**src/rtl/wash_cycle_controller.sv**
```systemverilog
// Washing-machine sequencer: turns divider slow_clk edges into one-second ticks
// and steps FILL -> WASH -> RINSE -> SPIN -> DONE, with pause, cancel and
// fill-timeout fault handling. All outputs are registered.
module wash_cycle_controller #(
    parameter int FILL_T  = 8,
    parameter int WASH_T  = 5,
    parameter int RINSE_T = 4,
    parameter int SPIN_T  = 3,
    parameter int CNT_W   = 8
) (
    input  logic             clk,
    input  logic             rst,
    input  logic             slow_clk,
    input  logic             start,
    input  logic             lid_open,
    input  logic             water_full,
    input  logic             pause,
    input  logic             cancel,
    output logic [2:0]       state,
    output logic [CNT_W-1:0] time_left,
    output logic             door_lock,
    output logic             water_valve,
    output logic             drain_valve,
    output logic             motor_on,
    output logic             motor_fast,
    output logic             done,
    output logic             fault
);

    typedef enum logic [2:0] {
        S_IDLE  = 3'd0,
        S_FILL  = 3'd1,
        S_WASH  = 3'd2,
        S_RINSE = 3'd3,
        S_SPIN  = 3'd4,
        S_DONE  = 3'd5,
        S_FAULT = 3'd6
    } state_t;

    typedef struct packed {
        logic door_lock;
        logic water_valve;
        logic drain_valve;
        logic motor_on;
        logic motor_fast;
        logic done;
        logic fault;
    } ctl_t;

    // A zero duration would never expire, so it is stretched to one tick.
    function automatic logic [CNT_W-1:0] load_val(input int t);
        return (t == 0) ? CNT_W'(1) : CNT_W'(t);
    endfunction

    localparam logic [CNT_W-1:0] FILL_L  = load_val(FILL_T);
    localparam logic [CNT_W-1:0] WASH_L  = load_val(WASH_T);
    localparam logic [CNT_W-1:0] RINSE_L = load_val(RINSE_T);
    localparam logic [CNT_W-1:0] SPIN_L  = load_val(SPIN_T);

    logic             s1, s2, p, tick;
    state_t           st_q, st_d;
    logic [CNT_W-1:0] tl_q, tl_d;
    ctl_t             ctl_q, ctl_d;
    logic             act_d;

    // Synchronise slow_clk and emit a registered one-cycle pulse per rising edge.
    always_ff @(posedge clk or posedge rst) begin
        if (rst) begin
            s1   <= 1'b0;
            s2   <= 1'b0;
            p    <= 1'b0;
            tick <= 1'b0;
        end else begin
            s1   <= slow_clk;
            s2   <= s1;
            p    <= s2;
            tick <= s2 & ~p;
        end
    end

    // Next state and phase timer; cancel beats pause beats sensors/ticks.
    always_comb begin
        st_d = st_q;
        tl_d = tl_q;
        unique case (st_q)
            S_IDLE: begin
                tl_d = '0;
                if (start && !lid_open) begin
                    st_d = S_FILL;
                    tl_d = FILL_L;
                end
            end
            S_FILL, S_WASH, S_RINSE, S_SPIN: begin
                if (cancel && st_q != S_SPIN) begin
                    // Always drain through SPIN so the door never unlocks on a full drum.
                    st_d = S_SPIN;
                    tl_d = SPIN_L;
                end else if (!pause) begin
                    if (st_q == S_FILL && water_full) begin
                        st_d = S_WASH;
                        tl_d = WASH_L;
                    end else if (tick) begin
                        if (tl_q > CNT_W'(1)) begin
                            tl_d = tl_q - CNT_W'(1);
                        end else begin
                            unique case (st_q)
                                S_FILL:  begin st_d = S_FAULT; tl_d = '0;      end
                                S_WASH:  begin st_d = S_RINSE; tl_d = RINSE_L; end
                                S_RINSE: begin st_d = S_SPIN;  tl_d = SPIN_L;  end
                                default: begin st_d = S_DONE;  tl_d = '0;      end
                            endcase
                        end
                    end
                end
            end
            S_DONE: begin
                tl_d = '0;
                if (!start) st_d = S_IDLE;
            end
            S_FAULT: begin
                tl_d = '0;
                if (cancel) st_d = S_IDLE;
            end
            default: begin
                st_d = S_IDLE;
                tl_d = '0;
            end
        endcase
    end

    // Decode actuator outputs from the next state so they move with state.
    always_comb begin
        ctl_d = '0;
        act_d = (st_d == S_FILL) || (st_d == S_WASH) || (st_d == S_RINSE) || (st_d == S_SPIN);
        unique case (st_d)
            S_FILL:  begin ctl_d.door_lock = 1'b1; ctl_d.water_valve = 1'b1; end
            S_WASH:  begin ctl_d.door_lock = 1'b1; ctl_d.motor_on = 1'b1; end
            S_RINSE: begin
                ctl_d.door_lock   = 1'b1;
                ctl_d.drain_valve = 1'b1;
                ctl_d.motor_on    = 1'b1;
            end
            S_SPIN:  begin
                ctl_d.door_lock   = 1'b1;
                ctl_d.drain_valve = 1'b1;
                ctl_d.motor_on    = 1'b1;
                ctl_d.motor_fast  = 1'b1;
            end
            S_DONE:  ctl_d.done = 1'b1;
            S_FAULT: begin ctl_d.fault = 1'b1; ctl_d.drain_valve = 1'b1; end
            default: ctl_d = '0;
        endcase
        // Pause stops water and motion but keeps the door locked.
        if (pause && act_d) begin
            ctl_d.water_valve = 1'b0;
            ctl_d.drain_valve = 1'b0;
            ctl_d.motor_on    = 1'b0;
            ctl_d.motor_fast  = 1'b0;
        end
    end

    // State, timer and output registers; reset drops every actuator at once.
    always_ff @(posedge clk or posedge rst) begin
        if (rst) begin
            st_q  <= S_IDLE;
            tl_q  <= '0;
            ctl_q <= '0;
        end else begin
            st_q  <= st_d;
            tl_q  <= tl_d;
            ctl_q <= ctl_d;
        end
    end

    assign state       = st_q;
    assign time_left   = tl_q;
    assign door_lock   = ctl_q.door_lock;
    assign water_valve = ctl_q.water_valve;
    assign drain_valve = ctl_q.drain_valve;
    assign motor_on    = ctl_q.motor_on;
    assign motor_fast  = ctl_q.motor_fast;
    assign done        = ctl_q.done;
    assign fault       = ctl_q.fault;

endmodule

```
**config.mk**
```make
export PLATFORM = sky130hd
export DESIGN_NAME = wash_cycle_controller
export DESIGN_NICKNAME = d
export VERILOG_FILES = /design/src/rtl/wash_cycle_controller.sv
export SDC_FILE = /design/constraint.sdc
export NUM_CORES = 1
export LEC_CHECK = 0
export BUFFER_PORTS_ARGS = -buffer_cell sky130_fd_sc_hd__buf_2
export CAP_MARGIN = 20
export CORE_UTILIZATION = 25
export CTS_CLUSTER_SIZE = 28
export DETAILED_ROUTE_END_ITERATION = 8
export HOLD_SLACK_MARGIN = 0.06
export PLACE_DENSITY = 0.5
export SYNTH_ARGS = -nofsm -noshare
export SYNTH_HDL_FRONTEND = slang
export SYNTH_SLANG_ARGS = --single-unit
```
**constraint.sdc**
```tcl
create_clock -name clk -period 2.9 [get_ports clk]
set_clock_uncertainty 0.05 [all_clocks]
set_input_delay 0.725 -clock clk [delete_from_list [all_inputs] [get_ports clk]]
set_output_delay 0.725 -clock clk [all_outputs]
set_load 0.02 [all_outputs]
```
==> reports/qor.csv, run 1 <==
stage;metric;value;unit
run_status;outcome;finished clean;
cts;CTS Buffer Depth;2;
layout;area of the multi-input gates;680.7;sq um
critical_path;crit end category;flop;
critical_path;Largest stage delay, worst path;0.61;ns
route;drt first pass iters;4;
place;Place WS;0.3737;ns
layout;fin nets;177;
floorplanning;initial core utilization;26.44;%
route;via count of the routed design;1184;
synthesis;Synth top area share;43.22;%
critical_path;CP bufs+invs;0;
synthesis;most numerous cell in the Yosys netlist;dfrtp_1;
sta;fin crit share;87.62;%
critical_path;crit path max fanout;7;
critical_path;CP required;3.02;ns
floorplanning;Cell Rows;25;
sta;RSZ-0062 raised after global routing;false;
layout;fillcell total;526;
sta;min setup slack post-route;0.3590;ns
pwr;pwr dens;1008;mW/mm^2
grt;largest net degree at the start of global routing;23;
cts;setup bufs post-CTS;0;
pwr;LEAKAGE;0.7140;nW
synthesis;post-synth cell types;44;
place;hpwl dp;2.353;mm
pwr;Worst VDD drop;0.3980;mV
grt;first-pass GRT wire length;5.133;mm
place;dpl cell area;0.001478;sq mm
floorplanning;Die Y;73.38;microns
cts;CTS tree;built;
cts;Clock Pin Slew Worst Setup and Hold Paths;0.08;ns
critical_path;WS Path Type;flop to flop;
layout;ANT cells;0;
synthesis;top cells by area, synth;dfrtp_1, a21oi_1, nand2_1;
floorplanning;Ports;26;
cts;clk_lat worst skew;0.27;ns
layout;Largest register FFs;8;
synthesis;Warnings, synthesis;0;
synthesis;Avg Synthesized Cell Area;9.163;sq um
grt;antenna violations before repair;0;
route;Residual DRC;0;
cts;Post-CTS Resized;0;
synthesis;commonest cells in the netlist;dfrtp_1, nand2_1, nor2_1;
cts;cts bufs inserted;3;
layout;share of layout cells above drive strength 1;26.51;%
layout;non-filler cells, final;233;
cts;CTS HTree Levels;1;
hold_path;worst hold path type;flop to flop;
floorplanning;die footprint;0.005385;sq mm
sta;Final Setup Violations;0;
critical_path;reg2reg start;time_left[2]$_DFFE_PP0P_;
floorplanning;core area;0.004817;sq mm
cts;Root Buffer;clkbuf_8;
sta;final hold violation count;0;
place;port bufs;25;
route;final WL;3.179;mm
synthesis;Post-synth EDFFs;0;
sta;Setup TNS Final;0;ns
job;# Max-Cap Violations;0;
sta;final slew viol count;0;
grt;Tot GR Track Use;12.53;%
sta;relative slew slack;43.42;%
critical_path;crit path launch;time_left[2]$_DFFE_PP0P_;
place;placed instance count;229;
critical_path;crit path DAT;2.66;ns
hold_path;Hold Startpoint;s1$_DFF_PP0_;
synthesis;Mapped Cells;139;
sta;Highest Clock Rate;0.3935;GHz
synthesis;ys async rst share;100.0;%
synthesis;area leader, netlist;dfrtp_1;
route;DRT antenna net count;0;
critical_path;family with the most delay on the worst path;simple AND/OR/NAND/NOR gates;
route;Via-to-Cell Ratio;5.082;
floorplanning;chip width;73.38;microns
synthesis;register bit total from synthesis;22;
grt;grt ovf;0;
layout;Layout area overhead;21.61;%
synthesis;ys flop type;dfrtp_1;
route;drt wl/cell;13.64;microns
grt;vias in the first global route;1099;
layout;Reg area;550.5;sq um
cts;Sink Count;22;
cts;CTS Hold Buffers Added;0;
sta;fin crit period;2.541;ns
critical_path;CP cell instances;or4_4 -> nor4_4 -> nor3_2 -> a311oi_2 -> nand2_2 -> o311ai_2;
critical_path;Slowest-stage cell, CP;or4_4;
route;initial drt markers;61;
synthesis;register area share after synthesis;43.22;%
critical_path;type of origin of the critical path;flop;
layout;fin area;0.001549;sq mm
synthesis;Synth Cell Area;0.001274;sq mm
synthesis;Post-Syn Nets;149;
place;Final Wtd Congestion;0.8747;
sta;worst slew pin tran;0.8478;ns
-- layer usage --
layer  routed length (microns)  part of all wire, %  up-vias  GRT usage, %
li1                          -                    -      557             -
met1                      1412                   44      562         16.37
met2                      1422                   45       59         19.55
met3                       304                  9.6        6         4.527
met4                        40                  1.3        0         3.419
met5                         0                    0        -             0
-- where the power goes --
part           switching [mW]  internal (mW)  total, mW  leakage, nW
Clock                   0.104          0.184      0.288       0.0357
Sequential              0.101          0.382      0.483        0.288
Combinational           0.483          0.307      0.789        0.390
Total                   0.688          0.873       1.56        0.714
-- final timing paths --
check,cells after the start,end,slack [ns]
min in group asynchronous,2,s1$_DFF_PP0_,0.56
max,6,drain_valve$_DFF_PP0_,0.36
max reg2reg,6,drain_valve$_DFF_PP0_,0.36
min,0,s2$_DFF_PP0_,0.31
min reg2reg,0,s2$_DFF_PP0_,0.31
max in group asynchronous,2,time_left[3]$_DFFE_PP0P_,1.71
-- cell type report --
type | count | share of cell area, %
Clock buffer | 3 | 2.666
Clock inverter | 1 | 1.939
Inverter | 8 | 1.939
Multi-Input combinational cell | 106 | 43.94
Sequential cell | 22 | 35.54
Tap cell | 67 | 5.412
Timing Repair Buffer | 26 | 8.562
-- through the flow --
step                power [mW]  util, %  hold slack (ns)
CTS                      1.575    32.16           0.3110
floorplan                1.054        -           0.2812
global route             1.678    32.16           0.3137
global placement         1.266    30.68           0.2828
detailed placement       1.275    30.68           0.2901
finish                   1.561    32.16           0.3063
-- worst reg2reg max path, stage by stage (launching register included) --
cell and delay, ns:
dfrtp_1 0.47, or4_4 0.61, nor4_4 0.42, nor3_2 0.09, a311oi_2 0.45, nand2_2 0.11
o311ai_2 0.24
-- cells by family after synthesis --
| group | share of synthesized area [%] |
|---|---|
| AO/OA/AOI/OAI | 24.46 |
| XOR/XNOR | 2.063 |
| adder cells (fa/ha/maj) | 1.964 |
| buffers and inverters | 3.340 |
| flip-flops | 43.22 |
| multiplexers | 1.670 |
| AND/OR/NAND/NOR | 23.28 |
-- cells in the final DEF (no fill, tap or decap), types with 2 or more instances in the layout --
master,count
buf_2,25
nand2b_1,4
or2_2,3
o21ai_0,9
inv_1,8
nand3b_1,3
nor3_1,4
a31oi_1,3
nand2_1,14
a21oi_1,11
o21a_1,2
clkbuf_8,3
dfrtp_1,22
nor2b_1,5
o221ai_1,3
nor2_1,14
xor2_1,2
o31ai_1,2
ha_1,2
Power figures use the tool's default switching activity.
==> inputs of run 2 (changes only) <==
--- a/config.mk
+++ b/config.mk
@@ -10,8 +10,10 @@
 export CORE_UTILIZATION = 25
 export CTS_CLUSTER_SIZE = 28
 export DETAILED_ROUTE_END_ITERATION = 8
+export GPL_TIMING_DRIVEN = 0
 export HOLD_SLACK_MARGIN = 0.06
 export PLACE_DENSITY = 0.5
+export RECOVER_POWER = 100
 export SYNTH_ARGS = -nofsm -noshare
 export SYNTH_HDL_FRONTEND = slang
 export SYNTH_SLANG_ARGS = --single-unit
==> run 2 against run 1 <==
Sequential power shrank 6.0%. Largest power group unchanged. Routed wire length shrank 0.88%. First-iteration DRC count fell by 56%. Cell count up 0.86%. Count of clock-buffer cells in the layout is the same. Critical path depth unchanged. Critical path type unchanged. Sequential cell count is the same. Die area stayed put. Design area decreased by 2.6%. Non-clock buffer count is 2 higher.
==> reports/qor.csv, run 2 (synthesized netlist as in run 1, its figures left out) <==
stage;metric;value;unit;change
run_status;outcome;finished clean;;
critical_path;CP required;3.01;ns;about the same
sta;fin crit period;2.596;ns;+0.05549 ns
layout;fin nets;179;;+1.1%
critical_path;CP cell instances;or4_4 -> nor4_4 -> nor3_1 -> a311oi_2 -> nand2_2 -> o311ai_1;;
critical_path;stages on the worst setup path;6;;unchanged
grt;vias in the first global route;1108;;+0.82%
route;DRT antenna net count;0;;unchanged
critical_path;crit path max fanout;7;;unchanged
sta;Setup TNS Final;0;ns;unchanged
floorplanning;initial core utilization;26.44;%;unchanged
sta;RSZ-0062 raised after global routing;false;;
cts;Sink Count;22;;unchanged
layout;non-filler cells, final;235;;+0.86%
critical_path;WS Path Type;flop to flop;;
cts;CTS Hold Buffers Added;0;;unchanged
route;via count of the routed design;1140;;-3.7%
pwr;LEAKAGE;0.6405;nW;-10%
place;Final Wtd Congestion;0.8707;;-0.46%
floorplanning;Cell Rows;25;;unchanged
grt;largest net degree at the start of global routing;23;;unchanged
layout;area of the multi-input gates;658.1;sq um;-3.3%
floorplanning;Die Y;73.38;microns;unchanged
floorplanning;Ports;26;;unchanged
route;Via-to-Cell Ratio;4.851;;-4.5%
cts;setup bufs post-CTS;0;;unchanged
grt;first-pass GRT wire length;5.340;mm;+4.0%
critical_path;CP bufs+invs;0;;unchanged
place;hpwl dp;2.315;mm;-1.6%
sta;fin crit share;89.53;%;+1.9 points
job;# Max-Cap Violations;0;;unchanged
pwr;Seq pwr share;30.0;%;-1.0 points
pwr;Int Power;0.8398;mW;-3.8%
sta;Highest Clock Rate;0.3851;GHz;-2.1%
critical_path;crit path DAT;2.71;ns;+0.05 ns
route;drt first pass iters;4;;unchanged
pwr;Sw Share;44.45;%;+0.40 points
layout;most common cell after layout, fill and taps aside;dfrtp_1;;
layout;Largest register FFs;8;;unchanged
hold_path;worst hold path type;flop to flop;;
critical_path;family with the most delay on the worst path;simple AND/OR/NAND/NOR gates;;
critical_path;Largest stage delay, worst path;0.61;ns;about the same
critical_path;Slowest-stage cell, CP;or4_4;;
cts;CTS Buffer Depth;2;;unchanged
grt;Tot GR Track Use;12.98;%;+0.46 points
place;placed instance count;231;;+0.87%
layout;Layout area overhead;18.47;%;
sta;relative slew slack;42.18;%;-1.2 points
layout;fillcell total;547;;+4.0%
cts;Post-CTS Resized;0;;unchanged
cts;CTS HTree Levels;1;;unchanged
critical_path;Worst R2R Path Depth;6;;unchanged
layout;Reg area;550.5;sq um;unchanged
sta;final hold violation count;0;;unchanged
place;port bufs;25;;unchanged
sta;Final Setup Violations;0;;unchanged
floorplanning;die footprint;0.005385;sq mm;unchanged
layout;share of layout cells above drive strength 1;13.10;%;-13 points
route;initial drt markers;27;;-56%
grt;antenna violations before repair;0;;unchanged
pwr;combinational fraction of design power;50.9;%;+0.3 points
layout;ANT cells;0;;unchanged
sta;final slew viol count;0;;unchanged
cts;cts bufs inserted;3;;unchanged
cts;clk_lat worst skew;0.26;ns;about the same
pwr;sw power;0.6720;mW;-2.3%
floorplanning;chip width;73.38;microns;unchanged
critical_path;crit end category;flop;;
layout;most frequent cells in the layout;dfrtp_1, clkbuf_1, nor2_1, nand2_1, a21oi_1;;
pwr;Worst VDD drop;0.3546;mV;-11%
hold_path;worst hold path stage count;0;;unchanged
cts;Root Buffer;clkbuf_8;;
route;final WL;3.151;mm;-0.88%
grt;grt ovf;0;;unchanged
sta;worst slew pin tran;0.8663;ns;+0.01855 ns
route;Residual DRC;0;;unchanged
floorplanning;core area;0.004817;sq mm;unchanged
route;drt wl/cell;13.41;microns;-1.7%
cts;Clock Pin Slew Worst Setup and Hold Paths;0.08;ns;about the same
pwr;pwr dens;1002;mW/mm^2;-0.57%
pwr;Clock Power Share;19.1;%;+0.6 points
critical_path;type of origin of the critical path;flop;;
cts;CTS tree;built;;
==> run 2: path summary, 6_finish.rpt <==
check | from | endpoint | slack [ns]
max | time_left[2]$_DFFE_PP0P_ | drain_valve$_DFF_PP0_ | 0.30
min | s1$_DFF_PP0_ | s2$_DFF_PP0_ | 0.30
max reg2reg | time_left[2]$_DFFE_PP0P_ | drain_valve$_DFF_PP0_ | 0.30
min reg2reg | s1$_DFF_PP0_ | s2$_DFF_PP0_ | 0.30
max in group asynchronous | rst | time_left[5]$_DFFE_PP0P_ | 1.69
min in group asynchronous | rst | s1$_DFF_PP0_ | 0.58
==> run 2: layer usage <==
metal	vias up	routed length, microns	global-route usage (%)
met5	-	0	0
met4	0	14	2.564
met3	2	151	4.252
met2	32	1371	20.37
met1	545	1613	17.53
li1	561	-	-
==> run 2: layout make-up <==
class                   instances  area share, %
multi-input cells             106          43.62
well taps                      67          5.556
clock inverters                 1          1.990
inverters                       8          1.990
clock buffers                   3          2.736
flip-flops and latches         22          36.48
plain buffers                   3         0.8292
repair buffers                 25          6.799
==> run 2: worst register-to-register path, cell delays in order (launching register included) <==
cell and delay [ns]:
dfrtp_1 0.47, or4_4 0.61, nor4_4 0.40, nor3_1 0.12, a311oi_2 0.48, nand2_2 0.10, o311ai_1 0.26
==> run 2: power by group through the flow <==
| stage | Clock, mW | Combinational (mW) | Sequential, mW |
|---|---|---|---|
| 2_1_floorplan | 0 | 0.522 | 0.532 |
| 3_3_place_gp | 0 | 0.814 | 0.459 |
| 3_5_place_dp | 0 | 0.813 | 0.454 |
| 4_1_cts | 0.303 | 0.814 | 0.452 |
| 5_1_grt | 0.313 | 0.871 | 0.465 |
| 6_report | 0.288 | 0.770 | 0.454 |
==> run 2: per-stage QoR <==
stage                     hold WS (ns)  power [mW]  util [%]  area (sq um)  worst slack [ns]
after CTS                       0.3066       1.568     32.26          1554            0.2978
after global placement          0.2815       1.273     30.78          1483            0.3229
after detailed placement        0.2856       1.267     30.78          1483            0.3589
after global routing            0.3112       1.649     31.32          1509           0.07384
after floorplan                 0.2812       1.054         -          1274            0.5436
final                           0.3024       1.512     31.32          1509            0.3035
==> inputs of run 3 (changes only) <==
--- a/config.mk
+++ b/config.mk
@@ -7,12 +7,12 @@
 export LEC_CHECK = 0
 export BUFFER_PORTS_ARGS = -buffer_cell sky130_fd_sc_hd__buf_2
 export CAP_MARGIN = 20
-export CORE_UTILIZATION = 25
+export CORE_UTILIZATION = 40
 export CTS_CLUSTER_SIZE = 28
 export DETAILED_ROUTE_END_ITERATION = 8
 export GPL_TIMING_DRIVEN = 0
 export HOLD_SLACK_MARGIN = 0.06
-export PLACE_DENSITY = 0.5
+export PLACE_DENSITY = 0.68
 export RECOVER_POWER = 100
 export SYNTH_ARGS = -nofsm -noshare
 export SYNTH_HDL_FRONTEND = slang
==> run 3 against run 2 <==
Die area shrank 37%. Core utilization rose by 17 points. Largest power group unchanged. Count of clock-buffer cells in the layout is the same. Critical endpoint unchanged. Register-to-register slack worse by 0.03 ns. Highest routed layer unchanged. Largest cell class unchanged.
==> reports/qor.csv, run 3 (synthesized netlist as in run 1, its figures left out) <==
stage;metric;value;unit;change
place;dpl cell area;0.001454;sq mm;-1.9%
hold_path;worst hold path stage count;0;;unchanged
grt;grt ovf;0;;unchanged
pwr;Worst VDD drop;0.4557;mV;+28%
critical_path;crit end category;flop;;
grt;antenna violations before repair;0;;unchanged
grt;vias in the first global route;1088;;-1.8%
critical_path;crit path DAT;2.78;ns;+0.07 ns
critical_path;crit path max fanout;7;;unchanged
cts;CTS Hold Buffers Added;0;;unchanged
cts;Sink Count;22;;unchanged
critical_path;capturing point of the worst reg2reg path;drain_valve$_DFF_PP0_;;
critical_path;type of origin of the critical path;flop;;
sta;fin crit period;2.626;ns;+0.02905 ns
place;Final Wtd Congestion;0.9196;;+5.6%
critical_path;CP bufs+invs;0;;unchanged
cts;setup bufs post-CTS;0;;unchanged
critical_path;CP cell instances;or4_4 -> nor4_4 -> nor3_1 -> a311oi_2 -> nand2_2 -> o311ai_2;;
critical_path;WS Path Type;flop to flop;;
hold_path;Hold Startpoint;s1$_DFF_PP0_;;
floorplanning;Ports;26;;unchanged
layout;Layout area overhead;15.81;%;
cts;clk_lat worst skew;0.31;ns;+0.05 ns
route;DRT antenna net count;0;;unchanged
run_status;outcome;finished clean;;
cts;cts bufs inserted;3;;unchanged
route;drt first pass iters;4;;unchanged
sta;Final Setup Violations;0;;unchanged
pwr;Tot Pwr;1.475;mW;-2.4%
floorplanning;initial core utilization;42.07;%;+16 points
hold_path;Hold Path End;s2$_DFF_PP0_;;
sta;RSZ-0062 raised after global routing;false;;
layout;fin area;0.001475;sq mm;-2.2%
layout;Largest register FFs;8;;unchanged
route;initial drt markers;54;;+100%
pwr;LEAKAGE;0.6351;nW;-0.83%
grt;Tot GR Track Use;18.73;%;+5.7 points
floorplanning;die footprint;0.003414;sq mm;-37%
cts;CTS Buffer Depth;2;;unchanged
cts;CTS tree;built;;
sta;fin crit share;90.54;%;+1.0 points
cts;Post-CTS Resized;0;;unchanged
sta;relative slew slack;44.88;%;+2.7 points
critical_path;Slowest-stage cell, CP;or4_4;;
critical_path;reg2reg start;time_left[2]$_DFFE_PP0P_;;
floorplanning;Cell Rows;20;;-20%
layout;Reg area;550.5;sq um;unchanged
pwr;pwr dens;999.8;mW/mm^2;-0.21%
sta;worst slew pin tran;0.8259;ns;-0.04045 ns
floorplanning;Die Y;58.43;microns;-20%
cts;CTS HTree Levels;1;;unchanged
floorplanning;core area;0.003028;sq mm;-37%
floorplanning;chip width;58.43;microns;-20%
route;drt wl/cell;14.45;microns;+7.8%
layout;most frequent cells in the layout;dfrtp_1, clkbuf_1, nor2_1, nand2_1, a21oi_1;;
critical_path;Worst R2R Path Depth;6;;unchanged
route;final WL;3.064;mm;-2.8%
layout;share of layout cells above drive strength 1;14.29;%;+1.2 points
cts;Clock Pin Slew Worst Setup and Hold Paths;0.13;ns;+0.05 ns
sta;Highest Clock Rate;0.3809;GHz;-1.1%
route;Residual DRC;0;;unchanged
critical_path;Largest stage delay, worst path;0.61;ns;about the same
place;hpwl dp;2.216;mm;-4.3%
layout;fin nets;179;;unchanged
sta;final slew viol count;0;;unchanged
grt;largest net degree at the start of global routing;23;;unchanged
place;port bufs;25;;unchanged
hold_path;worst hold path type;flop to flop;;
layout;most common cell after layout, fill and taps aside;dfrtp_1;;
layout;fillcell total;293;;-46%
critical_path;CP required;3.06;ns;+0.05 ns
cts;Root Buffer;clkbuf_4;;
sta;final hold violation count;0;;unchanged
route;via count of the routed design;1194;;+4.7%
route;Via-to-Cell Ratio;5.632;;+16%
critical_path;reg2reg setup slack;0.27;ns;-0.03 ns
grt;first-pass GRT wire length;4.947;mm;-7.4%
layout;ANT cells;0;;unchanged
job;# Max-Cap Violations;0;;unchanged
layout;area of the multi-input gates;671.9;sq um;+2.1%
sta;Setup TNS Final;0;ns;unchanged
critical_path;family with the most delay on the worst path;simple AND/OR/NAND/NOR gates;;
-- run 3: cell counts in the layout (fill, tap and decap cells not counted) --
No cell type changed its count.
-- run 3: through the flow --
stage / utilization [%] / hold slack, ns / setup WS [ns] / cells
after floorplan: - / 0.2812 / 0.5436 / 139
after global placement: 48.02 / 0.2818 / 0.3930 / 208
after detailed placement: 48.02 / 0.2856 / 0.3196 / 208
after CTS: 49.75 / 0.3146 / 0.2838 / 212
after global routing: 48.72 / 0.3264 / 0.08748 / 212
final: 48.72 / 0.3105 / 0.2745 / 212
-- run 3: power breakdown --
group	internal [mW]	switching (mW)	total, mW	leakage, nW
Clock	0.140	0.0941	0.234	0.0279
Sequential	0.383	0.0713	0.454	0.288
Combinational	0.279	0.508	0.787	0.319
Total	0.801	0.674	1.47	0.635
-- run 3: area by class of cell --
cell class              instances  area share (%)
repair buffers                 25           6.955
inverters                       8           2.036
flip-flops and latches         22           37.32
well taps                      44           3.732
plain buffers                   3          0.8482
clock buffers                   3           1.527
multi-input cells             106           45.55
clock inverters                 1           2.036
-- run 3: worst max-delay path by stage --
stage	endpoint	startpoint	depth (start not counted)
finish	drain_valve$_DFF_PP0_	time_left[2]$_DFFE_PP0P_	6
global route	drain_valve$_DFF_PP0_	time_left[1]$_DFFE_PP0P_	8
CTS	drain_valve$_DFF_PP0_	time_left[2]$_DFFE_PP0P_	6
detailed placement	drain_valve$_DFF_PP0_	time_left[2]$_DFFE_PP0P_	6
global placement	drain_valve$_DFF_PP0_	time_left[2]$_DFFE_PP0P_	6
floorplan	time_left[3]$_DFFE_PP0P_	time_left[2]$_DFFE_PP0P_	6
-- run 3: layer usage --
metal	vias up	wire, microns	track usage, %
li1	567	-	-
met1	564	1307	23.64
met2	57	1539	34.15
met3	6	182	2.198
met4	0	34	4.422
met5	-	0	0
